<file path="src/rtl/regfile_mp.sv">
// ============================================================================
// regfile_mp
// ----------------------------------------------------------------------------
// Parametrised multi-port register file with one write port and NUM_RD
// independent read ports.
//
// After reset, or when clr is accepted, a hardware sweep writes zero into
// every entry, one entry per cycle. While the sweep runs, busy is high, every
// read lane returns 0, and all writes are discarded. Any discarded write
// raises the sticky wr_drop flag.
//
// Read ports work in one of two modes:
//   * Combinational (SYNC_READ=0), with read-old behaviour. A write becomes
//     visible after its clock edge.
//   * Registered (SYNC_READ=1), with a write-first bypass. An accepted write
//     to the address a lane is presenting is captured directly.
//
// With ZERO_REG=1, entry 0 always reads 0. Writes to entry 0 are silently
// discarded and do not raise wr_drop.
//
// Parameters
//   DATA_W    entry width in bits
//   ADDR_W    address width
//   DEPTH     number of entries, 2 .. 2**ADDR_W
//   NUM_RD    number of read ports, 1 .. 8
//   SYNC_READ 0 = combinational read, 1 = registered read
//   ZERO_REG  1 = entry 0 hardwired to zero
//
// Ports
//   clock     sole clock, rising edge
//   reset_n   synchronous active-low reset
//   w_en      write enable
//   waddr     write address
//   wdata     write data
//   raddr     packed read addresses, port i at [i*ADDR_W +: ADDR_W]
//   rdata     packed read data,      port i at [i*DATA_W +: DATA_W]
//   clr       single-cycle request to zero all entries
//   busy      clear sweep in progress
//   wr_drop   sticky flag, a write was discarded
// ============================================================================
module regfile_mp #(
    parameter int DATA_W    = 4,
    parameter int ADDR_W    = 4,
    parameter int DEPTH     = 16,
    parameter int NUM_RD    = 2,
    parameter int SYNC_READ = 0,
    parameter int ZERO_REG  = 0
) (
    input  logic                       clock,
    input  logic                       reset_n,
    input  logic                       w_en,
    input  logic [ADDR_W-1:0]          waddr,
    input  logic [DATA_W-1:0]          wdata,
    input  logic [NUM_RD*ADDR_W-1:0]   raddr,
    output logic [NUM_RD*DATA_W-1:0]   rdata,
    input  logic                       clr,
    output logic                       busy,
    output logic                       wr_drop
);

    // Index width of the storage array.
    // DEPTH <= 2**ADDR_W, so IDX_W never exceeds ADDR_W.
    localparam int                IDX_W     = (DEPTH > 1) ? $clog2(DEPTH) : 1;

    // DEPTH widened by one bit so that an address of all ones still compares
    // correctly when DEPTH == 2**ADDR_W.
    localparam logic [ADDR_W:0]   DEPTH_EXT = (ADDR_W + 1)'(DEPTH);
    localparam logic [ADDR_W-1:0] LAST_PTR  = ADDR_W'(DEPTH - 1);

    typedef enum logic {
        ST_CLEAR,
        ST_IDLE
    } state_t;

    state_t              state_q, state_d;
    logic [ADDR_W-1:0]   ptr_q, ptr_d;
    logic                wr_drop_q, wr_drop_d;

    logic [DATA_W-1:0]   mem_q [DEPTH];

    logic                mem_we;
    logic [IDX_W-1:0]    mem_widx;
    logic [DATA_W-1:0]   mem_wdata;

    logic                wr_accept;
    logic                wr_reject;
    logic                clr_accept;

    logic [ADDR_W-1:0]   rd_addr [NUM_RD];
    logic [DATA_W-1:0]   rd_val  [NUM_RD];

    // True when the address refers to an existing entry.
    function automatic logic in_range(input logic [ADDR_W-1:0] a);
        return ({1'b0, a} < DEPTH_EXT);
    endfunction

    // True when the address is the hardwired zero entry.
    function automatic logic is_zero_entry(input logic [ADDR_W-1:0] a);
        return (ZERO_REG != 0) && (a == '0);
    endfunction

    // ------------------------------------------------------------------
    // State register
    // ------------------------------------------------------------------
    // Reset restarts the sweep from entry 0, which also covers a reset that
    // arrives in the middle of a sweep.
    always_ff @(posedge clock) begin
        if (!reset_n) begin
            state_q   <= ST_CLEAR;
            ptr_q     <= '0;
            wr_drop_q <= 1'b0;
        end else begin
            state_q   <= state_d;
            ptr_q     <= ptr_d;
            wr_drop_q <= wr_drop_d;
        end
    end

    // ------------------------------------------------------------------
    // Next-state logic
    // ------------------------------------------------------------------
    // The sweep leaves CLEAR in the same cycle that it zeroes the last entry.
    // As a result, busy lasts exactly DEPTH cycles.
    always_comb begin
        state_d = state_q;
        ptr_d   = ptr_q;
        case (state_q)
            ST_CLEAR: begin
                if (ptr_q == LAST_PTR) begin
                    state_d = ST_IDLE;
                end else begin
                    ptr_d = ptr_q + 1'b1;
                end
            end
            ST_IDLE: begin
                if (clr) begin
                    state_d = ST_CLEAR;
                    ptr_d   = '0;
                end
            end
            default: begin
                state_d = ST_CLEAR;
                ptr_d   = '0;
            end
        endcase
    end

    // ------------------------------------------------------------------
    // Output and write-path logic
    // ------------------------------------------------------------------
    // Write-path rules:
    //   * clr has priority over a simultaneous write, so such a write counts
    //     as dropped.
    //   * A write to the hardwired zero entry is the only discarded write
    //     that leaves wr_drop alone.
    //   * When clr is accepted together with a write, the set wins. The flag
    //     is cleared by the clr and immediately re-set by the dropped write.
    always_comb begin
        busy       = (state_q == ST_CLEAR);
        clr_accept = (state_q == ST_IDLE) && clr;

        wr_accept  = (state_q == ST_IDLE) && w_en && !clr &&
                     in_range(waddr) && !is_zero_entry(waddr);

        wr_reject  = w_en && ((state_q == ST_CLEAR) || clr || !in_range(waddr));

        if (wr_reject) begin
            wr_drop_d = 1'b1;
        end else if (clr_accept) begin
            wr_drop_d = 1'b0;
        end else begin
            wr_drop_d = wr_drop_q;
        end

        // The sweep and user writes share the single memory write port.
        // They never collide, because user writes are blocked during a sweep.
        mem_we    = busy || wr_accept;
        mem_widx  = busy ? ptr_q[IDX_W-1:0] : waddr[IDX_W-1:0];
        mem_wdata = busy ? '0 : wdata;

        wr_drop   = wr_drop_q;
    end

    // ------------------------------------------------------------------
    // Storage array
    // ------------------------------------------------------------------
    // Memory has no reset of its own; the sweep that follows reset zeroes it.
    // Writes are held off during a reset edge so that the array only ever
    // changes through the sweep or through accepted writes.
    always_ff @(posedge clock) begin
        if (reset_n && mem_we) begin
            mem_q[mem_widx] <= mem_wdata;
        end
    end

    // ------------------------------------------------------------------
    // Read lookup
    // ------------------------------------------------------------------
    // A lane returns zero in three cases: the sweep is running, the address
    // is out of range, or the lane addresses the hardwired zero entry.
    // The slice into the array is safe because it is only used after the
    // range check.
    always_comb begin
        for (int i = 0; i < NUM_RD; i++) begin
            rd_addr[i] = raddr[i*ADDR_W +: ADDR_W];
            rd_val[i]  = '0;
            if (!busy && in_range(rd_addr[i]) && !is_zero_entry(rd_addr[i])) begin
                rd_val[i] = mem_q[rd_addr[i][IDX_W-1:0]];
            end
        end
    end

    generate
        if (SYNC_READ != 0) begin : g_sync_read
            logic [DATA_W-1:0] rdata_q [NUM_RD];
            logic [DATA_W-1:0] rdata_d [NUM_RD];

            // Write-first bypass: an accepted write to the address a lane is
            // presenting is captured directly. During a sweep, rd_val is zero
            // and no write is accepted, so the registers load zero.
            always_comb begin
                for (int i = 0; i < NUM_RD; i++) begin
                    rdata_d[i] = rd_val[i];
                    if (wr_accept && (waddr == rd_addr[i])) begin
                        rdata_d[i] = wdata;
                    end
                end
            end

            // Registered read data reloads on every edge.
            always_ff @(posedge clock) begin
                for (int i = 0; i < NUM_RD; i++) begin
                    if (!reset_n) begin
                        rdata_q[i] <= '0;
                    end else begin
                        rdata_q[i] <= rdata_d[i];
                    end
                end
            end

            // Pack the lane registers onto the output bus.
            always_comb begin
                rdata = '0;
                for (int i = 0; i < NUM_RD; i++) begin
                    rdata[i*DATA_W +: DATA_W] = rdata_q[i];
                end
            end
        end else begin : g_comb_read
            // Combinational read: the array output is presented directly,
            // so a write in the current cycle shows only after its edge.
            always_comb begin
                rdata = '0;
                for (int i = 0; i < NUM_RD; i++) begin
                    rdata[i*DATA_W +: DATA_W] = rd_val[i];
                end
            end
        end
    endgenerate

endmodule

</file>
<file path="config.mk">
export PLATFORM = sky130hd
export DESIGN_NAME = regfile_mp
export DESIGN_NICKNAME = d
export VERILOG_FILES = /design/src/rtl/regfile_mp.sv
export SDC_FILE = /design/constraint.sdc
export NUM_CORES = 1
export LEC_CHECK = 0
export CAP_MARGIN = 5
export CORE_ASPECT_RATIO = 0.8
export CORE_MARGIN = 5
export CORE_UTILIZATION = 40
export DETAILED_ROUTE_END_ITERATION = 16
export DONT_BUFFER_PORTS = 1
export PLACE_DENSITY = 0.63
export SLEW_MARGIN = 20
export SYNTH_ARGS = -nofsm -noshare
export SYNTH_HDL_FRONTEND = slang
export SYNTH_SLANG_ARGS = --single-unit
</file>
<file path="constraint.sdc">
create_clock -name clock -period 2.35 [get_ports clock]
set_input_delay 0.3525 -clock clock [delete_from_list [all_inputs] [get_ports clock]]
set_output_delay 0.3525 -clock clock [all_outputs]
set_load 0.05 [all_outputs]
</file>
==> results.cfg, run 1 <==
[min_path]
holdPathStages = 1
hold_path.class = primary input to flop
hp-start = reset_n
min_to = state_q

[synthesis]
synth_commonest_cells = 64 x edfxtp_1, 25 x nor2_1, 24 x mux2i_1, 15 x nand2_1, 12 x mux4_2
dominantRegCellSynth = edfxtp_1
avgSynthCellArea_um2 = 14.5
synth_fp_nets = 266
yosysUniqueCellTypes = 39
synth.area.mux_share = 0.217
synth-edff-count = 64
synth_top_family_by_area = multiplexers
synthSimpleGateAreaFrac = 0.112
synthCells = 245
synth_compound_area_frac = 0.0654
yosysWarnings = 0
yosysTopAreaCellShare = 0.540
synth_top_area_cell = edfxtp_1
ys_seq_area_frac = 0.574
yosysMostFrequentCell = edfxtp_1
synth_area_um2 = 3560
async_flop_share = 0
ys_ff_latch = 70
synth_fa_ha_area_frac = 0.00352
synthXorXnorAreaFrac = 0
synth_top_cells_by_area = edfxtp_1 54%, mux4_2 7.6%, mux4_1 7.4%, mux2i_1 6.8%, dfxtp_1 3.4%

[power]
p_leak_nw = 1.37
seq_power_share = 0.571
p_clk_frac = 0.377
vdd_drop_max_uv = 398
p_sw_frac = 0.203
switchingPower_w = 0.000488
p_comb_frac = 0.052
power.total_w = 0.00240
power_density_nw_per_um2 = 613
p_int_w = 0.00192

[timing]
hold_viol_final = 0
fin_ws_ps = 199
drv_slew = 0
finalCriticalPeriod_ps = 2150
fin_crit_sh = 0.915
clock_skew_ps = 5.51
grt_setup_unrepaired = no
slew-limit-headroom = 0.566
worstMarginPinSlew_ps = 650
setup_viol = 0
finalSetupTns_ps = 0
fin_hold_ws_ps = 143
timing.fmax_mhz = 465

[die]
dieHeight_um = 94.4
dieArea_um2 = 10900
die_x_um = 115
core_area_um2 = 8600
io_pins = 30
start_util = 0.414
rows = 30

[cts]
cts_tree = yes
cts_resized = 0
clockBufferDepth = 2
post_cts_buffers = 0
clkTransAtPathRegs_ps = 70
cts_sinks = 70
insertion_delay_ps = 340
cts_hold_buffers = 0
cts_max_level = 3
cts_made_buffers = 9
clockRootBuffer = clkbuf_8

[setup_path]
r2r_end = mem_q[12][2]
path_cells = mux4_1 > nor3b_1 > a31oi_1 > a31oi_1 > buf_4
arrival_ps = 1800
cpMostUsedCell = a31oi_1
critical_path.max_fanout = 2
critPathMaxStageDelay_ps = 480
crit_type = flop to output pin
crit_path_top_delay_cell = mux4_1
worst_r2r_startpoint = state_q
r2r_slack_ps = 520
reg2regPathDepth = 4
startpoint_type = flop
endpoint_kind = output pin
crit_required_ps = 2000

[route]
firstDrtPassIters = 5
vias_per_cell = 5.89
routed_wl_mm = 7.76
ant_nets = 0
drtIter0Drc = 184
wl_per_cell_um = 20.9
drc = 0
vias = 2187

[finish]
fin_nets = 275
drive_above_1_share = 0.151
num_antenna_cells = 0
fin_cells = 371
area_growth_pct = 10.2

[global_route]
overflow = 0
grt_use_total = 0.153
grt_max_degree = 22
antenna_found_initial = 0
grt_pass1_vias = 2226
grt_pass1_wl_mm = 12.1

[placement]
dp.cells = 355
place_worst_setup_slack_ps = 399
dp_hpwl_mm = 5.54
place_congestion = 0.822
portBuffers = 0

[status]
status = completed

[job]
drv_cap = 0
==> power groups by stage <==
stage | Clock [W] | Combinational [W] | Sequential [W]
after floorplan | 0 | 0.000134 | 0.00140
after global placement | 0 | 0.000123 | 0.00140
after CTS | 0.000927 | 0.000125 | 0.00137
after detailed placement | 0 | 0.000124 | 0.00140
after global routing | 0.000993 | 0.000136 | 0.00137
final | 0.000906 | 0.000125 | 0.00137
==> flip-flops by register name (all words and copies together), names as in the netlist <==
signal   cells
mem_q       64
ptr_q        4
state_q      1
wr_drop      1
==> final cells by class <==
class / instances / area, um^2
flip-flops and latches: 70 / 2040
clock buffers: 12 / 135
inverters: 2 / 7.51
clock inverters: 4 / 47.5
well taps: 112 / 140
repair buffers: 11 / 133
fillers: 758 / 4670
multi-input cells: 160 / 1420
==> logic make-up after synthesis <==
family	after synthesis
flops	70
mux	46
fa+ha+maj	1
compound gates	33
simple gates	80
buf+inv	15
==> how the worst max path moves through the flow <==
| stage | start | endpoint | slack (ps) | depth (start not counted) |
|---|---|---|---|---|
| final | mem_q[0][0] | rdata[0] | 200 | 5 |
| after global routing | mem_q[0][0] | rdata[0] | 120 | 5 |
| after CTS | state_q | rdata[6] | 90 | 4 |
| after detailed placement | state_q | mem_q[12][2] | 400 | 4 |
| after global placement | state_q | mem_q[12][3] | 410 | 4 |
| after floorplan | state_q | rdata[4] | 140 | 5 |
==> metal layers <==
layer  global-route usage  wire, um
met4               0.0518       117
met3               0.0615       652
met5                    0         0
met2                0.240      3650
met1                0.193      3340
==> metrics by stage <==
step / instance area (um^2) / util
global placement: 3740 / 0.435
finish: 3920 / 0.456
CTS: 3920 / 0.456
floorplan: 3560 / -
global route: 3920 / 0.456
detailed placement: 3740 / 0.435
==> cells in the final DEF (no fill, tap or decap), types with 2 or more instances in the layout <==
| master | n |
|---|---|
| edfxtp_1 | 64 |
| nor2_1 | 25 |
| mux2i_1 | 24 |
| nand2_1 | 15 |
| mux4_2 | 12 |
| mux4_1 | 10 |
| nand3_1 | 9 |
| clkbuf_8 | 9 |
| buf_4 | 7 |
| nor2b_1 | 6 |
| a22oi_1 | 6 |
| a31oi_1 | 6 |
| and2_1 | 6 |
| nand4_1 | 5 |
| nand2b_1 | 5 |
| dfxtp_1 | 5 |
| o21ai_1 | 4 |
| buf_12 | 4 |
| a32oi_1 | 3 |
| o211ai_1 | 3 |
| clkbuf_1 | 3 |
| nand3b_1 | 2 |
| nor3b_1 | 2 |
| nor3_1 | 2 |
| a21oi_1 | 2 |
| o21ai_0 | 2 |
| a211oi_1 | 2 |
| clkinv_2 | 2 |
==> critical path, delay by kind of cell, from the launching register on <==
kind / cells / cell delay, ps
AND/OR/NAND/NOR: 1 / 140
AO/OA/AOI/OAI: 2 / 240
flip-flops: 1 / 390
buffers and inverters: 1 / 200
multiplexers: 1 / 480
Note: power is estimated with default switching activity, not from simulation.
==> run 2, diff against run 1 <==
--- a/config.mk
+++ b/config.mk
@@ -5,12 +5,12 @@
 export SDC_FILE = /design/constraint.sdc
 export NUM_CORES = 1
 export LEC_CHECK = 0
-export CAP_MARGIN = 5
+export CAP_MARGIN = 30
 export CORE_ASPECT_RATIO = 0.8
-export CORE_MARGIN = 5
 export CORE_UTILIZATION = 40
 export DETAILED_ROUTE_END_ITERATION = 16
 export DONT_BUFFER_PORTS = 1
+export GPL_ROUTABILITY_DRIVEN = 0
 export PLACE_DENSITY = 0.63
 export SLEW_MARGIN = 20
 export SYNTH_ARGS = -nofsm -noshare
==> run 2 against run 1 <==
Utilization rose by 0.30 points. Design area rose by 0.22%. Worst setup slack got worse by 36 ps. Power rose by 1.8%. Largest cell class unchanged. Register-to-register slack improved by 40 ps. Critical path depth fell by 1. Global-route usage rose by 3.6 points. Worst hold slack got worse by 18 ps. Clock power rose by 4.6%. Cell count did not move. Highest routed layer unchanged.
==> results.cfg, run 2 (synthesis results as in run 1) <==
[power]
seq_power_share = 0.561
p_int_w = 0.00192
p_leak_nw = 1.37
power_density_nw_per_um2 = 622
p_comb_frac = 0.051
switchingPower_w = 0.000530
vdd_drop_max_uv = 341
p_sw_frac = 0.217
p_clk_frac = 0.388

[global_route]
antenna_found_initial = 0
grt_pass1_wl_mm = 12.3
grt_use_total = 0.188
grt_pass1_vias = 2167
overflow = 0
grt_max_degree = 22

[timing]
timing.fmax_mhz = 457
slew-limit-headroom = 0.573
clock_skew_ps = 5.47
finalCriticalPeriod_ps = 2190
fin_crit_sh = 0.931
drv_slew = 0
grt_setup_unrepaired = no
worstMarginPinSlew_ps = 641
finalSetupTns_ps = 0
setup_viol = 0
hold_viol_final = 0

[setup_path]
endpoint_kind = output pin
crit_required_ps = 2000
r2r_slack_ps = 560
critical_path.max_fanout = 2
crit_type = flop to output pin
reg2regPathDepth = 4
arrival_ps = 1830
startpoint_type = flop

[route]
vias = 2226
vias_per_cell = 6.00
drtIter0Drc = 150
ant_nets = 0
firstDrtPassIters = 5
wl_per_cell_um = 21.5
drc = 0
routed_wl_mm = 7.98

[finish]
multi_input_area_um2 = 1420
final_common_cell = edfxtp_1
fillCellCount = 770
num_antenna_cells = 0
final-seq-area_um2 = 2040
top_regs = mem_q (64), ptr_q (4)
drive_above_1_share = 0.158
stdcell_area_um2 = 3930
regMostFlops = mem_q
most-common-layout-cells = 64 x edfxtp_1, 25 x nor2_1, 24 x mux2i_1
largest_reg_flops = 64
fin_nets = 275
area_growth_pct = 10.5

[min_path]
holdPathStages = 1
hold_path.class = primary input to flop

[die]
start_util = 0.416
die_x_um = 107
core_area_um2 = 8560
dieHeight_um = 86.4
io_pins = 30
dieArea_um2 = 9280
rows = 30

[placement]
portBuffers = 0
placed_area_um2 = 3740
dp_hpwl_mm = 5.63

[cts]
cts_sinks = 70
clkTransAtPathRegs_ps = 70
cts_made_buffers = 9
cts_tree = yes
clockRootBuffer = clkbuf_8
insertion_delay_ps = 350
clockBufferDepth = 2
cts_max_level = 3
cts_hold_buffers = 0

[status]
status = completed

[job]
drv_cap = 0
[run 2: cell count changes in the layout (fill, tap and decap cells not counted), sizes merged]
cell and change:
clkinvlp +1, clkinv +1, clkbuf -2
[run 2: worst max-delay path, stage by stage (launching register included)]
cell and delay [ps]:
edfxtp_1 390, mux4_1 520, mux2i_1 210, o21ai_1 180, buf_12 190
[run 2: path summary, 6_finish.rpt]
check         startpoint           to
max          mem_q[9][2]     rdata[2]
min              reset_n      state_q
max reg2reg      state_q  mem_q[0][1]
min reg2reg     ptr_q[1]     ptr_q[1]
[run 2: power groups by stage]
stage | sequential [W] | clock [W] | combinational (W)
after global placement | 0.00140 | 0 | 0.000122
final | 0.00137 | 0.000948 | 0.000125
after CTS | 0.00137 | 0.000958 | 0.000125
after floorplan | 0.00140 | 0 | 0.000134
after detailed placement | 0.00140 | 0 | 0.000125
after global routing | 0.00137 | 0.00101 | 0.000135
[run 2: what timing repair did]
item / 4_1_cts / 5_1_grt
setup buffers: 0 / 0
hold endpoints to repair: 0 / 0
resized for setup: 0 / 1
endpoints found under the setup margin: 0 / 7
[run 2: per-stage QoR]
step	hold WS (ps)	setup slack [ps]	util	instances	total power [W]
detailed placement	480	373	0.437	355	0.00153
global placement	483	431	0.437	355	0.00152
floorplan	474	138	-	245	0.00153
global route	104	69.4	0.459	371	0.00252
CTS	114	7.97	0.459	371	0.00246
finish	125	163	0.459	371	0.00245
[run 2: routing by layer]
layer / vias to the layer above / part of all wire / global-route usage
li1: 1007 / - / -
met1: 1134 / 0.44 / 0.256
met2: 78 / 0.47 / 0.296
met3: 7 / 0.075 / 0.0639
met4: 0 / 0.0078 / 0.0399
met5: - / 0 / 0
[run 2: cell type report]
class,count,area share
clock buffer,10,0.0325
clock inverter,6,0.0162
inverter,2,0.00191
multi-input combinational,160,0.360
sequential,70,0.520
tap,112,0.0356
timing repair buffer,11,0.0337
